==> config.mk <==
export PLATFORM = sky130hd
export DESIGN_NAME = gtech_rr_arb4
export DESIGN_NICKNAME = d
export VERILOG_FILES = /design/src/rtl/gtech_rr_arb4.sv
export SDC_FILE = /design/constraint.sdc
export NUM_CORES = 1
export LEC_CHECK = 0
export BUFFER_PORTS_ARGS = -buffer_cell sky130_fd_sc_hd__buf_2
export CORE_UTILIZATION = 35
export DETAILED_ROUTE_END_ITERATION = 10
export GPL_ROUTABILITY_DRIVEN = 0
export GPL_TIMING_DRIVEN = 0
export PLACE_DENSITY_LB_ADDON = 0.12
export SYNTH_ARGS = -nofsm -noshare
export SYNTH_HDL_FRONTEND = slang
export SYNTH_SLANG_ARGS = --single-unit
==> constraint.sdc <==
create_clock -name CP -period 5.3 [get_ports CP]
set_clock_uncertainty 0.1 [all_clocks]
set_input_delay 0.795 -clock CP [delete_from_list [all_inputs] [get_ports CP]]
set_output_delay 0.795 -clock CP [all_outputs]
set_load 0.02 [all_outputs]
==> src/rtl/gtech_rr_arb4.sv <==
// Four-requester round-robin arbiter with registered one-hot grant, optional hold
// timeout and a mandatory one-cycle dead gap between successive owners.
module gtech_rr_arb4 #(
   parameter int unsigned MAX_HOLD = 16
) (
   input  logic       CP,
   input  logic       CD,
   input  logic [3:0] REQ,
   output logic [3:0] GNT,
   output logic [1:0] GNT_ID,
   output logic       BUSY,
   output logic       ANY_REQ,
   output logic       TIMEOUT
);

   typedef enum logic [1:0] {ARB, OWN, GAP} state_t;

   localparam logic [7:0] HOLD_LIM = 8'(MAX_HOLD);
   localparam bit         HOLD_EN  = (MAX_HOLD != 0);

   state_t     r_state,   w_stateNext;
   logic [3:0] r_gnt,     w_gntNext;
   logic [1:0] r_gntId,   w_gntIdNext;
   logic [1:0] r_ptr,     w_ptrNext;
   logic [7:0] r_hcnt,    w_hcntNext;
   logic       r_busy,    w_busyNext;
   logic       r_timeout, w_timeoutNext;

   logic [1:0] w_winner;
   logic [1:0] w_idx;
   logic       w_found;

   assign ANY_REQ = |REQ;

   // Rotating priority scan: PTR first, then PTR+1.. wrapping modulo 4.
   always_comb begin
      w_winner = '0;
      w_found  = 1'b0;
      w_idx    = '0;
      for (int k = 0; k < 4; k++) begin
         w_idx = r_ptr + 2'(k);
         if (!w_found && REQ[w_idx]) begin
            w_winner = w_idx;
            w_found  = 1'b1;
         end
      end
   end

   always_comb begin
      w_stateNext   = r_state;
      w_gntNext     = r_gnt;
      w_gntIdNext   = r_gntId;
      w_ptrNext     = r_ptr;
      w_hcntNext    = r_hcnt;
      w_busyNext    = r_busy;
      w_timeoutNext = 1'b0;
      case (r_state)
         ARB, GAP: begin
            w_gntNext   = 4'b0000;
            w_busyNext  = 1'b0;
            w_stateNext = ARB;
            if (w_found) begin
               w_gntNext   = 4'b0001 << w_winner;
               w_gntIdNext = w_winner;
               w_busyNext  = 1'b1;
               w_hcntNext  = 8'd1;
               w_stateNext = OWN;
            end
         end
         OWN: begin
            if (!REQ[r_gntId]) begin
               w_gntNext   = 4'b0000;
               w_busyNext  = 1'b0;
               w_ptrNext   = r_gntId + 2'd1;
               w_stateNext = GAP;
            end else if (HOLD_EN && (r_hcnt == HOLD_LIM)) begin
               w_gntNext     = 4'b0000;
               w_busyNext    = 1'b0;
               w_timeoutNext = 1'b1;
               w_ptrNext     = r_gntId + 2'd1;
               w_stateNext   = GAP;
            end else if (r_hcnt != 8'hFF) begin
               w_hcntNext = r_hcnt + 8'd1;
            end
         end
         default: begin
            w_gntNext   = 4'b0000;
            w_busyNext  = 1'b0;
            w_stateNext = ARB;
         end
      endcase
   end

   always_ff @(posedge CP or negedge CD) begin
      if (!CD) begin
         r_state   <= ARB;
         r_gnt     <= '0;
         r_gntId   <= '0;
         r_ptr     <= '0;
         r_hcnt    <= '0;
         r_busy    <= 1'b0;
         r_timeout <= 1'b0;
      end else begin
         r_state   <= w_stateNext;
         r_gnt     <= w_gntNext;
         r_gntId   <= w_gntIdNext;
         r_ptr     <= w_ptrNext;
         r_hcnt    <= w_hcntNext;
         r_busy    <= w_busyNext;
         r_timeout <= w_timeoutNext;
      end
   end

   assign GNT     = r_gnt;
   assign GNT_ID  = r_gntId;
   assign BUSY    = r_busy;
   assign TIMEOUT = r_timeout;

endmodule

==> flow_summary_export.csv <==
group,metric,value,unit
synth,ys_async_sr_fraction,100,%
clock_tree,cts_hold_buf,0,
power_and_ir_drop,max-vdd-ir-drop,0.331,mV
setup_path,crit_required,4.41,ns
final_layout,regArea,500,sq um
detailed_routing,viasPerCell,5.36,
power_and_ir_drop,clockPowerShare,20.5,%
synth,synth_nets,114,
final_layout,multi_input_area,500,sq um
power_and_ir_drop,netSwitchingFraction,38.6,%
synth,synth_ff_type,"dfrtp_1",
clock_tree,cts_tree,"built",
place,post-dp-hpwl,1.48,mm
clock_tree,clk_pin_slew,0.12,ns
final_layout,drive_gt1_share,19.4,%
sta,timing.slew.headroom,69.7,%
clock_tree,cts_buffers,3,
final_layout,area_growth,15.4,%
sta,fmaxAchievable,0.404,GHz
clock_tree,cts.path.max_buffers,2,
die,die_w,56.6,microns
final_layout,antennaDiodeCount,0,
power_and_ir_drop,power_frac_comb,40.0,%
synth,synth_top_area_share,47.9,%
sta,finalHoldViolations,0,
synth,synth.most_common_cell,"dfrtp_1",
die,core,2780,sq um
power_and_ir_drop,leakagePower,0.598,nW
power_and_ir_drop,power_density,505,nW/um^2
die,initial_core_util,37.6,%
place,dp_cells,151,
synth,netlist_top_cells_area,"dfrtp_1, mux2i_1, nand2_1",
setup_path,setup.worst_path.end_class,"output pin",
detailed_routing,drcViolationCount,0,
die,io_pins,15,
synth,avgSynthCellArea,9.86,sq um
synth,synthCells,106,
final_layout,fin_cells,155,
detailed_routing,ant_nets,0,
sta,period_minus_slack,2.48,ns
global_route,grt.total_usage,14.0,%
clock_tree,cts-root-buf,"clkbuf_4",
sta,setup_slack,2.82,ns
hold_path,hold_class,"in -> async",
setup_path,criticalPathCategory,"in -> out",
final_layout,filler_cell_count,288,
sta,worst_slew_pin_slew,0.454,ns
power_and_ir_drop,finalPower,0.610,mW
sta,finalSetupTns,0,ns
detailed_routing,num_vias,831,
power_and_ir_drop,p_int,0.374,mW
status,status,"finished clean",
synth,yosysSeqAreaShare,47.9,%
sta,min_period_over_period,46.7,%
clock_tree,htreeDepth,1,
synth,synth_edf_count,0,
synth,synth_area_leader_cell,"dfrtp_1",
synth,ys_top_cells_by_count,"dfrtp_1, nand2_1, nor2_1",
synth,ys_seq_elements,20,
synth,synth.cell_area,1040,sq um
clock_tree,postCtsSetupBuffers,0,
place,port_buffers,14,
place,pre_cts_slack,2.82,ns
final_layout,fin_nets,133,
power_and_ir_drop,switchingPower,0.235,mW
job,cap_viol_max_count,0,
sta,rsz0062_at_grt,"no",
die,die_y,56.6,microns
global_route,grt_pass1_wl,3.46,mm
clock_tree,clk_latency,0.31,ns
global_route,antenna_found_initial,0,
setup_path,cp-start-kind,"primary input",
detailed_routing,wl_per_cell,13.0,microns
global_route,grt_max_degree,21,
detailed_routing,first_pass_iters,4,
die,row_count,19,
setup_path,critPathMaxFanout,6,
synth,ys_types,34,
power_and_ir_drop,seq_power_share,39.5,%
setup_path,arrival,1.58,ns
clock_tree,cts.sinks,20,
die,dieArea,3210,sq um
sta,setup_violations,0,
global_route,gr-total-overflow,0,
global_route,grt_pass1_vias,768,
detailed_routing,drt_first_iter_violations,49,
sta,slew_viol_final,0,
synth,ys_warn_count,0,
sta,whs,0.314,ns
detailed_routing,wirelength,2.01,mm
clock_tree,ctsResizeCount,0,
-- power groups by stage --
stage	Clock [mW]	Combinational, mW	Sequential (mW)
after floorplan	0	0.158	0.261
after global placement	0	0.243	0.243
after detailed placement	0	0.246	0.246
after CTS	0.130	0.248	0.242
after global routing	0.138	0.272	0.250
final	0.125	0.244	0.241
-- area by class of cell --
class                      count  area share, %
buffer                         2          0.830
clock buffer                   3           1.87
clock inverter                 1           2.49
inverter                       9           2.80
multi-input combinational     75           41.5
sequential                    20           41.5
tap                           31           3.22
timing repair buffer          14           5.81
-- registers in the layout, summed over array words and instances, names as in the netlist --
register / cells
BUSY: 1
GNT: 4
GNT_ID: 2
TIMEOUT: 1
r_hcnt: 8
r_ptr: 2
r_state: 2
-- per-layer routing --
layer	vias to the layer above	track usage, %	wire (microns)
met5	-	0	0
met4	0	6.27	27
met3	4	3.69	92
met2	18	21.7	919
met1	395	18.3	972
li1	414	-	-
-- stage by stage --
| stage | cell area [sq um] | utilization (%) |
|---|---|---|
| after CTS | 1210 | 43.4 |
| after detailed placement | 1150 | 41.5 |
| after global routing | 1210 | 43.4 |
| final | 1210 | 43.4 |
| after global placement | 1150 | 41.5 |
| after floorplan | 1040 | - |
-- path summary, 6_finish.rpt --
| path | cells after the start | end | slack [ns] | startpoint |
|---|---|---|---|---|
| worst max-delay path | 4 | ANY_REQ | 2.82 | REQ[0] |
| worst min-delay path | 1 | r_hcnt[5] | 0.31 | CD |
| worst max register to register | 5 | r_hcnt[5] | 3.29 | GNT_ID[0] |
| worst min register to register | 2 | BUSY | 0.39 | BUSY |
| max in group asynchronous | 1 | r_hcnt[7] | 4.46 | CD |
| min in group CP | 2 | BUSY | 0.39 | BUSY |
-- worst max-delay path, cell delays in order --
cell	delay, ns
buf_2	0.13
nor4_1	0.42
inv_1	0.06
buf_2	0.17
-- cell usage in the layout (no fill, tap or decap), types with 2 or more instances in the layout --
master | synthesis | routed
dfrtp_1 | 20 | 20
nand3_1 | 2 | 2
buf_2 | 2 | 16
inv_1 | 9 | 9
o21ai_0 | 7 | 7
ha_1 | 2 | 2
a22o_1 | 3 | 3
nor2_1 | 10 | 10
a21oi_1 | 4 | 4
and4_1 | 2 | 2
a221oi_1 | 2 | 2
xnor2_1 | 3 | 3
clkbuf_4 | 0 | 3
nor4_1 | 3 | 3
mux2i_1 | 5 | 5
nand2_1 | 13 | 13
-- logic make-up after synthesis --
kind of cell	Yosys count	share of synthesized area (%)
simple gates	41	21.4
compound gates	22	14.9
flops	20	47.9
buf+inv	11	4.19
mux	6	5.87
xor+xnor	4	3.35
fa+ha+maj	2	2.39
Note: power is estimated with default switching activity, not from simulation.
